==> src/rtl/interval_timer_if.sv <==
// Control and status bundle between an interval timer and its user.
// The timer sits on the slave side; the user logic or a bench drives the master side.
interface interval_timer_if #(
   parameter int CNT_W = 8
);
   logic             run;
   logic             counterReset;
   logic             start;
   logic             mode;
   logic [CNT_W-1:0] period;
   logic             tick;
   logic             expire;
   logic             busy;
   logic             done;
   logic [CNT_W-1:0] elapsed;

   modport master (
      output run, counterReset, start, mode, period,
      input  tick, expire, busy, done, elapsed
   );

   modport slave (
      input  run, counterReset, start, mode, period,
      output tick, expire, busy, done, elapsed
   );
endinterface

==> src/rtl/interval_timer.sv <==
// Prescaled interval timer with periodic and one-shot modes.
// It also supports retrigger, pause via run, and a synchronous clear.
module interval_timer #(
   parameter int PRESCALE = 10_000_000,
   parameter int PRESC_W  = 24,
   parameter int CNT_W    = 8
) (
   input logic          clock,
   input logic          reset,
   interval_timer_if.slave bus
);

   typedef enum logic [1:0] {
      IDLE  = 2'd0,
      COUNT = 2'd1,
      DONE  = 2'd2
   } state_t;

   localparam logic [PRESC_W-1:0] PRESC_MAX = PRESC_W'(PRESCALE - 1);

   state_t             state_q;
   state_t             state_d;
   logic [PRESC_W-1:0] presc_q;
   logic [CNT_W-1:0]   elapsed_q;
   logic [CNT_W-1:0]   period_q;
   logic               mode_q;
   logic               tick_q;
   logic               expire_q;
   logic               busy_c;
   logic               done_c;

   logic start_ok;
   logic wrap;
   logic interval_end;

   assign start_ok     = bus.start && (bus.period != '0);
   assign wrap         = (state_q == COUNT) && bus.run && (presc_q == PRESC_MAX);
   assign interval_end = wrap && (elapsed_q == (period_q - CNT_W'(1)));

   always_ff @(posedge clock or negedge reset) begin
      if (!reset) begin
         state_q <= IDLE;
      end else begin
         state_q <= state_d;
      end
   end

   always_comb begin
      state_d = state_q;
      if (bus.counterReset) begin
         state_d = IDLE;
      end else if (start_ok) begin
         state_d = COUNT;
      end else if (interval_end && mode_q) begin
         state_d = DONE;
      end
   end

   always_comb begin
      busy_c = (state_q == COUNT);
      done_c = (state_q == DONE);
   end

   // Clear beats start, and start beats tick progress, so a retrigger drops any pulse due at that edge.
   always_ff @(posedge clock or negedge reset) begin
      if (!reset) begin
         presc_q   <= '0;
         elapsed_q <= '0;
         period_q  <= '0;
         mode_q    <= 1'b0;
         tick_q    <= 1'b0;
         expire_q  <= 1'b0;
      end else if (bus.counterReset) begin
         presc_q   <= '0;
         elapsed_q <= '0;
         tick_q    <= 1'b0;
         expire_q  <= 1'b0;
      end else if (start_ok) begin
         presc_q   <= '0;
         elapsed_q <= '0;
         period_q  <= bus.period;
         mode_q    <= bus.mode;
         tick_q    <= 1'b0;
         expire_q  <= 1'b0;
      end else if ((state_q == COUNT) && bus.run) begin
         tick_q   <= wrap;
         expire_q <= interval_end;
         if (wrap) begin
            presc_q <= '0;
            if (interval_end) begin
               elapsed_q <= '0;
            end else begin
               elapsed_q <= elapsed_q + CNT_W'(1);
            end
         end else begin
            presc_q <= presc_q + PRESC_W'(1);
         end
      end else begin
         tick_q   <= 1'b0;
         expire_q <= 1'b0;
      end
   end

   assign bus.tick    = tick_q;
   assign bus.expire  = expire_q;
   assign bus.busy    = busy_c;
   assign bus.done    = done_c;
   assign bus.elapsed = elapsed_q;

endmodule
==> src/flat_wrapper.sv <==
// flat-port wrapper written by rule: the top's interface ports become plain ports
module interval_timer_flat 
#(
   parameter int PRESCALE = 10_000_000,
   parameter int PRESC_W  = 24,
   parameter int CNT_W    = 8
)
  (clock, reset, bus_run, bus_counterReset, bus_start, bus_mode, bus_period, bus_tick, bus_expire, bus_busy, bus_done, bus_elapsed);
  interval_timer_if #(.CNT_W(CNT_W)) bus_i ();
  input logic clock;
  input logic reset;
  input wire logic [$bits(bus_i.run)-1:0] bus_run;
  input wire logic [$bits(bus_i.counterReset)-1:0] bus_counterReset;
  input wire logic [$bits(bus_i.start)-1:0] bus_start;
  input wire logic [$bits(bus_i.mode)-1:0] bus_mode;
  input wire logic [$bits(bus_i.period)-1:0] bus_period;
  output wire logic [$bits(bus_i.tick)-1:0] bus_tick;
  output wire logic [$bits(bus_i.expire)-1:0] bus_expire;
  output wire logic [$bits(bus_i.busy)-1:0] bus_busy;
  output wire logic [$bits(bus_i.done)-1:0] bus_done;
  output wire logic [$bits(bus_i.elapsed)-1:0] bus_elapsed;
  assign bus_i.run = bus_run;
  assign bus_i.counterReset = bus_counterReset;
  assign bus_i.start = bus_start;
  assign bus_i.mode = bus_mode;
  assign bus_i.period = bus_period;
  assign bus_tick = bus_i.tick;
  assign bus_expire = bus_i.expire;
  assign bus_busy = bus_i.busy;
  assign bus_done = bus_i.done;
  assign bus_elapsed = bus_i.elapsed;
  interval_timer #(.PRESCALE(PRESCALE), .PRESC_W(PRESC_W), .CNT_W(CNT_W)) u_core (.clock(clock), .reset(reset), .bus(bus_i));
endmodule
==> config.mk <==
export PLATFORM = sky130hd
export DESIGN_NAME = interval_timer_flat
export DESIGN_NICKNAME = d
export VERILOG_FILES = /design/src/rtl/interval_timer_if.sv /design/src/rtl/interval_timer.sv /design/src/flat_wrapper.sv
export SDC_FILE = /design/constraint.sdc
export NUM_CORES = 1
export LEC_CHECK = 0
export ABC_AREA = 1
export CAP_MARGIN = 20
export CORE_UTILIZATION = 55
export DETAILED_ROUTE_END_ITERATION = 8
export PLACE_DENSITY_LB_ADDON = 0.2
export SLEW_MARGIN = 20
export SYNTH_ARGS = -nofsm -noshare
export SYNTH_HDL_FRONTEND = slang
export SYNTH_SLANG_ARGS = --single-unit
export TNS_END_PERCENT = 20
==> constraint.sdc <==
create_clock -name clock -period 2.9 [get_ports clock]
set_input_delay 0.58 -clock clock [delete_from_list [all_inputs] [get_ports clock]]
set_output_delay 0.58 -clock clock [all_outputs]
set_load 0.02 [all_outputs]
## Word-level counts from Yosys, hierarchy flattened

Index checks and enable logic that the tools add are counted.

| operators by class | value |
|---|---|
| div/mod/pow operators | 0 |
| multiplexer cells | 18 |
| $mul | 0 |
| $add $sub $neg | 3 |
| shift-type cells | 0 |
| reductions and logical operators | 11 |
| bitwise logic cells | 1 |
| equal/unequal tests | 4 |
| $lt $le $gt $ge | 0 |

Operators by type and width:

| operator | count |
|---|---|
| $mux 24 | 4 |
| $mux 8 | 5 |
| $add 24x1->24 const B | 1 |
| $eq 24x24->1 const B | 1 |
| $reduce_bool 3->1 | 3 |
| $add 8x1->8 const B | 1 |
| $eq 8x8->1 | 1 |
| $reduce_bool 8->1 | 1 |
| $sub 8x1->8 const B | 1 |
| $mux 1 | 6 |
| $mux 2 | 3 |
| $logic_and 1x1->1 | 5 |
| $reduce_and 2->1 | 2 |
| $eq 2x1->1 const B | 1 |
| $eq 2x2->1 const B | 1 |
| $not 1->1 | 1 |

| storage, ports and cells | value |
|---|---|
| latch bits | 0 |
| input bits | 14 |
| bits in registers | 45 |
| bits in writable memories | 0 |
| memory bits (read-only) | 0 |
| memories | 0 |
| logic and storage cells | 44 |
| output and inout bits | 12 |

## Logic depth before layout (Yosys ltp)

Gate-level depths: netlist of the first run.

| logic depth | value |
|---|---|
| word-level depth | 9 |
| mapped depth | 13 |

## Worst setup path before layout of the first run

OpenSTA, ideal clock, no wires.

| timing | value |
|---|---|
| path type | register to register |
| start point | reg u_core.period_q[0] |
| end point | reg u_core.elapsed_q[7] (netlist: u_core.bus.elapsed[7]) |
| setup slack | 1.275 ns |
| required time | 2.782 ns |
| cell stages (with the launch flop) | 11 |
| setup time | 0.118 ns |
| arrival time | 1.507 ns |
| buffers on the path | 0 |
| path through | dfrtp_1 -> inv_1 -> ha_1 -> xor2_1 -> nand2_1 -> nor2_1 -> nand2_1 -> nor2_2 -> nand3_2 -> nand3b_1 -> nand2_1 |

| between the ends | value |
|---|---|
| word-level cells in the longest chain between the ends | 8 |

RTL lines:

| what | line | RTL |
|---|---|---|
| start, declared | interval_timer.sv:25 | `logic [CNT_W-1:0] period_q;` |
| start signal, assigned | interval_timer.sv:81 | `period_q <= bus.period;` |
| $sub 8x1->8 | interval_timer.sv:38 | `assign interval_end = wrap && (elapsed_q == (period_q - CNT_W'(1)));` |
| $eq 8x8->1 | interval_timer.sv:38 |  |
| $logic_and 1x1->1 | interval_timer.sv:38 |  |
| $mux 8 | interval_timer.sv:90 | `if (interval_end) begin` |
| $mux 8 | interval_timer.sv:88 | `if (wrap) begin` |
| $mux 8 | interval_timer.sv:85 | `end else if ((state_q == COUNT) && bus.run) begin` |
| $mux 8 | interval_timer.sv:78 | `end else if (start_ok) begin` |
| $mux 8 | interval_timer.sv:73 | `end else if (bus.counterReset) begin` |
| end signal, assigned | interval_timer.sv:93 | `elapsed_q <= elapsed_q + CNT_W'(1);` |
| end, declared | interval_timer.sv:24 | `logic [CNT_W-1:0] elapsed_q;` |

No other way between the ends. The select of a mux whose other input is x is not followed.
A chain may end at the register's enable or synchronous reset.

## Worst setup path in the final report of the first run

| timing | value |
|---|---|
| start point | in bus_counterReset |
| end point | reg u_core.presc_q[9] |

| between the ends | value |
|---|---|
| word-level cells in the longest chain between the ends | 1 |
| elaborated cells on any way between the ends | 2 |
| classes of those cells | mux (1); reduce/logical (1) |

RTL lines:

| what | line | RTL |
|---|---|---|
| start, declared | flat_wrapper.sv:13 | `input wire logic [$bits(bus_i.counterReset)-1:0] bus_counterReset;` |
| $reduce_bool 3->1 (no source line) or $mux 24 (tied branches) | -- |  |
| end signal, assigned | interval_timer.sv:96 | `presc_q <= presc_q + PRESC_W'(1);` |
| end, declared | interval_timer.sv:23 | `logic [PRESC_W-1:0] presc_q;` |

Parallel ways exist; a longest one is shown, timed or not.

==> out/qor.txt, run 1 <==
# H-tree levels -> 2
pin count of the biggest net entering global routing -> 46
I/O Buffers -> 25
Synth area leader -> dfrtp_1
synth cell count leaders -> nand2_1, nor2_1, inv_1, dfrtp_1, nand3_1
Final Setup Violations -> 0
GPL Wtd Cong -> 0.955
Post-CTS Setup Bufs -> 0
status -> completed
Hold Buf Count CTS -> 0
Async SR Flop Fraction -> 100%
Slowest-stage cell, CP -> clkdlybuf4s50_1
area delta synth->final -> 13.9%
Cell Chain, Critical Path -> clkdlybuf4s50_1 -> inv_1 -> nand2_2 -> inv_2 -> nand2_2 -> nand2_1 -> nor2_1 -> nand2_1 -> nand2_1 -> nor2_1
hold_ws -> 0.252 ns
setup tns final -> 0 ns
worst hold path class -> input port to async pin
Mean Syn Cell Area -> 6.81 um^2
Crit Reg-Reg Startpoint -> u_core.period_q[0]
initial antenna violation count -> 0
Top delay family on crit path -> simple AND/OR/NAND/NOR gates
dpl ws -> 0.483 ns
CTS clk-pin slew, worst paths -> 0.09 ns
Synth Cell Area -> 3130 um^2
n_diodes -> 0
Post-CTS Resized -> 0
CTS tree -> done
syn nets -> 476
peak supply drop -> 237 uV
worst setup path startpoint -> bus_counterReset
Die H -> 77.4 um
critical path peak fanout -> 16
Routed WL per cell -> 12.8 um
PD cells -> 404 nW/um^2
GRT overflow -> 0
Seq/Total Area, Yosys -> 36.0%
top-count cell post-synth -> nand2_1
die area -> 5990 um^2
Setup Skew -> 0.00915 ns
Crit Path Category -> input port to flop
vias in the first global route -> 2691
share of layout cells above drive strength 1 -> 10.3%
LEAKAGE -> 0.00169 uW
flops & latches, synth -> 45
Worst-Skew Late Latency -> 0.31 ns
Util after Layout -> 64.7%
Antenna Nets Post-Route -> 0
CTS root buffer -> clkbuf_8
Worst setup SP type -> input port
CTS sink count -> 45
Initial Utilization -> 56.8%
max-cap viol count -> 0
Max Root-Sink Buffers -> 2
Ys Warns -> 0
DR pass1 iterations -> 4
library cells used by synthesis -> 32
Design Power -> 1440 uW
WP data required -> 3.11 ns
Worst Max-Slew Pin Slew -> 0.566 ns
RSZ-0062 raised after global routing -> no
Placement Rows -> 27
Post-synth EDFFs -> 0
via count -> 2882
Fmax achieved -> 473 MHz
most used flip-flop cell after synthesis -> dfrtp_1
setup ws final -> 0.786 ns
cell repeated most along the worst path -> nand2_1
top post-synthesis cells by area -> dfrtp_1, nand2_1, nor2_1
total track usage -> 26.5%
worst stage delay on the critical path -> 0.48 ns
Min Clock Period, post-route -> 2.11 ns
CP arrival -> 2.32 ns
Cells after Synth -> 459
WP buf/inv -> 3
Initial DRC Count -> 160
floorplan core area -> 5510 um^2
hpwl dp -> 5.55 mm
max-slew violations -> 0
post-DR vias/cell -> 5.17
Final Net Count -> 501
Num CTS Buffers -> 5
WL final -> 7.15 mm
top-area cell type share of the netlist area -> 36.0%
first-pass GRT wire length -> 12.5 mm
# IOs -> 26
slew margin rel. -> 62.2%
fin crit share -> 72.9%
DRC errors left -> 0
die width -> 77.4 um
Final Hold Viols -> 0
CP endpoint kind -> flop
[metrics by stage]
| stage | instances | cell area [um^2] |
|---|---|---|
| 2_1_floorplan | 459 | 3130 |
| 3_3_place_gp | 549 | 3420 |
| 3_5_place_dp | 549 | 3420 |
| 4_1_cts | 557 | 3560 |
| 5_1_grt | 557 | 3560 |
| 6_report | 557 | 3560 |
[cells in the final DEF, fill, tap and decap left out, drive strengths merged]
master,instances
nand3,37
nor2,81
inv,68
a21oi,3
nand3b,2
nand4,16
o21bai,2
nor3,7
buf,3
nor4,2
xnor2,3
bufinv,2
dfrtp,45
o21ai,28
o31ai,1
clkdlybuf4s50,24
ha,3
o41ai,1
xor2,14
nand2,138
clkbuf,5
[worst reg2reg max path: cells and delay by family, from the launching register on]
family	cells	cell delay (ns)
AO/OA/AOI/OAI	1	0.07
adder cells (fa/ha/maj)	1	0.25
flip-flops	1	0.43
buffers and inverters	2	0.22
AND/OR/NAND/NOR	9	0.82
[sequential cells by signal, indices dropped and copies added, names as in the netlist]
name                count
u_core.period_q         8
u_core.bus.elapsed      8
u_core.presc_q         24
u_core.mode_q           1
u_core.bus.expire       1
u_core.state_q          2
u_core.bus.tick         1
[kinds of logic (layout without fill, tap and decap cells)]
group | after synthesis | after routing | share of synthesized area (%)
XOR/XNOR | 17 | 17 | 4.76
AO/OA/AOI/OAI | 35 | 35 | 6.32
AND/OR/NAND/NOR | 283 | 283 | 41.9
adder cells (fa/ha/maj) | 3 | 3 | 1.20
buffers and inverters | 76 | 102 | 9.84
flip-flops | 45 | 45 | 36.0
[final timing paths]
kind | end | depth (start not counted) | slack [ns]
max | u_core.presc_q[9] | 10 | 0.79
min | u_core.bus.elapsed[2] | 1 | 0.25
max in group asynchronous | u_core.presc_q[23] | 1 | 2.25
min reg2reg | u_core.presc_q[1] | 2 | 0.53
min in group clock | u_core.presc_q[1] | 2 | 0.53
max reg2reg | u_core.bus.elapsed[1] | 13 | 1.01
[layer usage]
layer / up-vias / part of all wire, % / track usage (%)
li1: 1494 / - / -
met1: 1299 / 52 / 38.9
met2: 77 / 42 / 39.8
met3: 12 / 4.7 / 4.47
met4: 0 / 1.6 / 7.74
met5: - / 0 / 0
[area by class of cell]
| cell class | count | area, um^2 |
|---|---|---|
| well taps | 72 | 90.1 |
| inverters | 67 | 251 |
| flip-flops and latches | 45 | 1130 |
| clock buffers | 5 | 68.8 |
| multi-input cells | 338 | 1690 |
| fillers | 490 | 1950 |
| repair buffers | 27 | 263 |
| clock inverters | 3 | 68.8 |
[where the power goes]
part	switching, uW	internal [uW]
Combinational	119	70.5
Sequential	27.1	646
Clock	229	347
Note: power is estimated with default switching activity, not from simulation.
==> inputs of run 2 (changes only) <==
Settings changed: CORE_UTILIZATION 55 to 53.
Clock period 2.9 ns to 1.8 ns, I/O delays scaled along.
==> run 2 against run 1 <==
Combinational power rose by 110%. Register-to-register slack got worse by 0.91 ns. Design area increased by 4.7%. Routed wire length up 4.9%. Clock power increased by 7.3%. Sequential cell count is the same. Count of clock-buffer cells in the layout increased by 1. Global-route usage shrank 0.30 points. Worst hold slack got worse by 0.20 ns. Clock skew is 0.0048 ns lower. Die area rose by 3.7%. Critical path type is now flop to output pin. First-iteration DRC count up 41%.
==> out/qor.txt, run 2 (synthesized netlist as in run 1, its figures left out) <==
worst hold path class -> input port to async pin
Util after Layout -> 66.5% (+1.8 points)
# H-tree levels -> 2 (unchanged)
dpl ws -> -0.197 ns (-0.680 ns)
CP arrival -> 1.41 ns (-0.91 ns)
Final Net Count -> 522 (+4.2%)
initial antenna violation count -> 0 (unchanged)
Worst setup SP type -> flop
via count -> 3040 (+5.5%)
clock power share -> 29.5% (-11 points)
Final Setup Violations -> 0 (unchanged)
RSZ-0062 raised after global routing -> yes
CTS root buffer -> clkbuf_8
WL final -> 7.50 mm (+4.9%)
max reg flops -> 24 (unchanged)
Flop pwr share -> 51.5% (+4.7 points)
area delta synth->final -> 19.3%
Top delay family on crit path -> buffers and inverters
Antenna Nets Post-Route -> 0 (unchanged)
Initial DRC Count -> 225 (+41%)
setup ws final -> 0.0310 ns (-0.755 ns)
WP data required -> 1.44 ns (-1.67 ns)
die width -> 78.8 um (+1.8%)
worst setup path startpoint -> u_core.bus.elapsed[2]
setup tns final -> 0 ns (unchanged)
Largest Register -> u_core.presc_q
most common cell after layout, fill and taps aside -> nand2_1
CP endpoint kind -> output pin
Final Hold Viols -> 0 (unchanged)
Worst-Skew Late Latency -> 0.30 ns (about the same)
Placement Rows -> 27 (unchanged)
peak supply drop -> 356 uV (+50%)
floorplan core area -> 5610 um^2 (+1.8%)
final non-filler cell total -> 578 (+3.8%)
LEAKAGE -> 0.00182 uW (+7.8%)
sw frac -> 29.7% (+3.6 points)
Crit. path cell count -> 1 (-9)
DR pass1 iterations -> 5 (+1)
Internal -> 1470 uW (+39%)
n_diodes -> 0 (unchanged)
Num CTS Buffers -> 5 (unchanged)
reg2reg setup slack -> 0.10 ns (-0.91 ns)
Worst Max-Slew Pin Slew -> 0.602 ns (+0.0353 ns)
Cell Chain, Critical Path -> clkdlybuf4s50_1
GPL Wtd Cong -> 0.951 (-0.50%)
total track usage -> 26.2% (-0.30 points)
slew margin rel. -> 59.9% (-2.4 points)
CTS sink count -> 45 (unchanged)
met3 global-route usage -> 4.60% (+0.13 points)
# IOs -> 26 (unchanged)
max-cap viol count -> 0 (unchanged)
reg-to-reg endpoint -> u_core.bus.elapsed[5]
share of layout cells above drive strength 1 -> 14.6% (+4.3 points)
max-slew violations -> 0 (unchanged)
pin count of the biggest net entering global routing -> 28 (-39%)
placed cells -> 568 (+3.5%)
Routed WL per cell -> 13.0 um (+1.1%)
Crit Path Category -> flop to output pin
fillers -> 512 (+4.5%)
I/O Buffers -> 25 (unchanged)
Initial Utilization -> 55.8% (-1.0 points)
post-DR vias/cell -> 5.26 (+1.6%)
most frequent cells in the layout -> nand2_1, nor2_1, inv_1
Worst Setup EP -> bus_elapsed[2]
fin crit share -> 98.3%
DRC errors left -> 0 (unchanged)
Min Clock Period, post-route -> 1.77 ns
worst stage delay on the critical path -> 0.65 ns (+0.17 ns)
GRT overflow -> 0 (unchanged)
die area -> 6210 um^2 (+3.7%)
vias in the first global route -> 2729 (+1.4%)
Hold Buf Count CTS -> 0 (unchanged)
Crit Reg-Reg Startpoint -> u_core.period_q[1]
Die H -> 78.8 um (+1.8%)
first-pass GRT wire length -> 12.7 mm (+1.4%)
Max Root-Sink Buffers -> 2 (unchanged)
CTS tree -> done
GRT busiest layer -> met1
CTS clk-pin slew, worst paths -> 0.08 ns (about the same)
hold_ws -> 0.0558 ns (-0.197 ns)
critical path peak fanout -> 6 (-10)
Slowest-stage cell, CP -> clkdlybuf4s50_1
Net Switching -> 622 uW (+66%)
r2r worst-path depth -> 13 (unchanged)
Comb power frac -> 19.0% (+5.8 points)
status -> completed
M2 GR Usage -> 36.9% (-3.0 points)
hpwl dp -> 5.76 mm (+3.7%)
Setup Skew -> 0.00433 ns (-0.00482 ns)
WP buf/inv -> 1 (-2)
Fmax achieved -> 565 MHz
PD cells -> 562 nW/um^2 (+39%)
GRT met1 Usage -> 39.3% (+0.34 points)
==> run 2: metrics by stage <==
stage	cell area (um^2)	power, uW
finish	3730	2100
global placement	3590	1450
global route	3730	2210
floorplan	3130	1320
detailed placement	3590	1460
CTS	3670	2080
==> run 2: power groups by stage <==
stage / Clock, uW / Combinational [uW] / Sequential (uW)
after floorplan: 0 / 232 / 1080
after global placement: 0 / 350 / 1100
after detailed placement: 0 / 359 / 1100
after CTS: 638 / 361 / 1080
after global routing: 677 / 444 / 1080
final: 618 / 398 / 1080
==> run 2: how the worst min path moves through the flow <==
stage | end | depth (start not counted) | startpoint
2_1_floorplan | u_core.bus.elapsed[0] | 0 | reset
3_3_place_gp | u_core.bus.elapsed[0] | 1 | reset
3_5_place_dp | u_core.bus.elapsed[0] | 1 | reset
4_1_cts | u_core.presc_q[6] | 1 | reset
5_1_grt | u_core.presc_q[6] | 1 | reset
6_report | u_core.bus.elapsed[2] | 1 | reset
==> run 2: what timing repair did <==
| action | in CTS | in global routing |
|---|---|---|
| pin swaps | 0 | 5 |
| setup buffers | 0 | 1 |
| cloned | 0 | 1 |
| endpoints found under the setup margin | 3 | 14 |
| gates resized for setup | 3 | 11 |
==> run 2: final cells by class <==
cell class                      count  area, um^2  area share [%]
Sequential cell                    45        1130            30.2
Clock inverter                      2        10.0           0.268
Multi-Input combinational cell    339        1740            46.7
Timing Repair Buffer               47         437            11.7
Tap cell                           72        90.1            2.42
Inverter                           67         254            6.81
Clock buffer                        6        72.6            1.95
==> run 2: worst register-to-register path, cell delays in order, from the launching register on <==
cell	delay (ns)
dfrtp_1	0.39
inv_1	0.10
ha_4	0.16
inv_1	0.04
nand2_1	0.06
nand2_1	0.05
nand2_1	0.05
nand2_1	0.05
nor2_1	0.10
nand2_1	0.09
nor2_4	0.19
nand3_4	0.13
nand3_1	0.10
o21ai_1	0.07
==> run 2: routing by layer <==
metal | part of all wire, % | vias to the layer above
met3 | 6.4 | 19
met5 | 0 | -
met2 | 40 | 108
met4 | 2.5 | 0
li1 | - | 1534
met1 | 51 | 1379
==> inputs of run 3 (changes only) <==
Settings changed: CORE_UTILIZATION 53 to 55, CTS_CLUSTER_DIAMETER from default to 80, DONT_BUFFER_PORTS from default to 1.
==> run 3 against run 2 <==
Die area fell by 3.5%. Core utilization fell by 4.3 points. Non-clock buffer count fell by 31. Worst setup slack improved by 0.019 ns. Via count fell by 5.2%. Global-route usage rose by 2.1 points. Critical path depth rose by 8. Design area fell by 8.1%. Power fell by 2.6%. Critical endpoint is now u_core.bus.elapsed[3]. Highest routed layer unchanged.
==> out/qor.txt, run 3 (synthesized netlist as in run 1, its figures left out) <==
sw frac -> 30.1% (+0.41 points)
GRT overflow -> 0 (unchanged)
share of layout cells above drive strength 1 -> 13.9% (-0.73 points)
Worst Max-Slew Pin Slew -> 0.408 ns (-0.193 ns)
max reg flops -> 24 (unchanged)
WL final -> 7.74 mm (+3.2%)
initial antenna violation count -> 0 (unchanged)
LEAKAGE -> 0.00165 uW (-9.3%)
die width -> 77.4 um (-1.8%)
Initial Utilization -> 56.8% (+1.0 points)
status -> completed
Min Clock Period, post-route -> 1.75 ns (-0.0190 ns)
Antenna Nets Post-Route -> 0 (unchanged)
Fmax achieved -> 571 MHz (+1.1%)
Final Hold Viols -> 0 (unchanged)
via count -> 2883 (-5.2%)
Internal -> 1430 uW (-3.1%)
final non-filler cell total -> 547 (-5.4%)
Placement Rows -> 27 (unchanged)
max-cap viol count -> 0 (unchanged)
DRC errors left -> 0 (unchanged)
CTS root buffer -> clkbuf_8
I/O Buffers -> 0 (-100%)
n_diodes -> 0 (unchanged)
WP data required -> 2.00 ns (+0.56 ns)
Initial DRC Count -> 247 (+9.8%)
peak supply drop -> 403 uV (+13%)
dpl ws -> 0.0561 ns (+0.253 ns)
clock power share -> 30.6% (+1.1 points)
Placed Area -> 3270 um^2 (-9.0%)
Finished Cell Area -> 3430 um^2 (-8.1%)
Net Switching -> 614 uW (-1.2%)
hpwl dp -> 5.75 mm (about the same)
GPL Wtd Cong -> 0.920 (-3.3%)
Max Root-Sink Buffers -> 2 (unchanged)
PD cells -> 596 nW/um^2 (+6.0%)
Cell Chain, Critical Path -> buf_4 -> nor2_4 -> nand2_1 -> o21ai_1 -> nand2_1 -> nor2_2 -> nand3_2 -> nand3_1 -> o21ai_1
total track usage -> 28.3% (+2.1 points)
fin crit share -> 97.2% (-1.1 points)
Worst-Skew Late Latency -> 0.31 ns (about the same)
Setup Skew -> 0.00587 ns (+0.00154 ns)
RSZ-0062 raised after global routing -> yes
Largest Register -> u_core.presc_q
DR pass1 iterations -> 5 (unchanged)
fillers -> 523 (+2.1%)
CP endpoint kind -> flop
# H-tree levels -> 2 (unchanged)
worst stage delay on the critical path -> 0.40 ns (-0.25 ns)
Comb power frac -> 16.5% (-2.5 points)
most frequent cells in the layout -> nand2_1, nor2_1, inv_1
Slowest-stage cell, CP -> dfrtp_1
pin count of the biggest net entering global routing -> 46 (+64%)
Num CTS Buffers -> 5 (unchanged)
critical path peak fanout -> 5 (-1)
Final Setup Violations -> 0 (unchanged)
Design Power -> 2040 uW (-2.6%)
CP arrival -> 1.95 ns (+0.54 ns)
CTS sink count -> 45 (unchanged)
die area -> 5990 um^2 (-3.5%)
post-DR vias/cell -> 5.27 (+0.21%)
area delta synth->final -> 9.64%
# IOs -> 26 (unchanged)
max-slew violations -> 0 (unchanged)
Util after Layout -> 62.3% (-4.3 points)
CTS tree -> done
first-pass GRT wire length -> 13.3 mm (+4.7%)
placed cells -> 536 (-5.6%)
Worst setup SP type -> flop
most common cell after layout, fill and taps aside -> nand2_1
CTS clk-pin slew, worst paths -> 0.09 ns (about the same)
vias in the first global route -> 2783 (+2.0%)
Final Net Count -> 491 (-5.9%)
slew margin rel. -> 72.7% (+13 points)
Crit Path Category -> flop to flop
Routed WL per cell -> 14.1 um (+9.0%)
floorplan core area -> 5510 um^2 (-1.8%)
worst hold path class -> input port to flop
Flop pwr share -> 53.0% (+1.5 points)
Die H -> 77.4 um (-1.8%)
setup ws final -> 0.0500 ns (+0.0190 ns)
-- run 3: path summary, 6_finish.rpt --
path,startpoint,endpoint,slack (ns),depth (start not counted)
max,u_core.period_q[1],u_core.bus.elapsed[3],0.05,9
min,bus_counterReset,u_core.presc_q[4],0.15,1
max reg2reg,u_core.period_q[1],u_core.bus.elapsed[3],0.05,9
min reg2reg,u_core.presc_q[1],u_core.presc_q[1],0.54,2
max in group asynchronous,reset,u_core.presc_q[14],1.04,2
min in group asynchronous,reset,u_core.bus.elapsed[1],0.54,2
-- run 3: layer usage --
metal	routed length [um]	GRT usage (%)
met2	3410	41.9
met3	399	5.41
met5	0	0
met4	101	7.92
met1	3820	41.8
-- run 3: area by class of cell --
type | instances | area [um^2] | share of cell area, %
Multi-Input combinational cell | 339 | 1730 | 50.5
Inverter | 67 | 254 | 7.41
Clock inverter | 2 | 10.0 | 0.292
Sequential cell | 45 | 1130 | 32.8
Clock buffer | 6 | 72.6 | 2.12
Timing Repair Buffer | 16 | 143 | 4.16
Tap cell | 72 | 90.1 | 2.63
-- run 3: what timing repair did --
item,4_1_cts,5_1_grt
hold buffers,2,0
gates resized for setup,0,8
endpoints found under the hold margin,45,0
endpoints found under the setup margin,0,20
setup buffers,0,0
-- run 3: worst max-delay path, delay by kind of cell (launching register included) --
kind | cells | cell delay, ns
AO/OA/AOI/OAI | 2 | 0.21
flip-flops | 1 | 0.40
AND/OR/NAND/NOR | 6 | 0.89
buffers and inverters | 1 | 0.15
-- run 3: per-stage QoR --
stage	hold WS [ns]	TNS (ns)
floorplan	0.0644	0
global placement	0.0655	0
detailed placement	0.0656	0
CTS	0.148	0
global route	0.150	-0.475
finish	0.150	0
-- run 3: power groups by stage --
stage	clock, uW	combinational, uW	sequential, uW
after floorplan	0	232	1080
after global placement	0	273	1100
after detailed placement	0	279	1100
after CTS	641	312	1080
after global routing	678	383	1090
final	624	336	1080
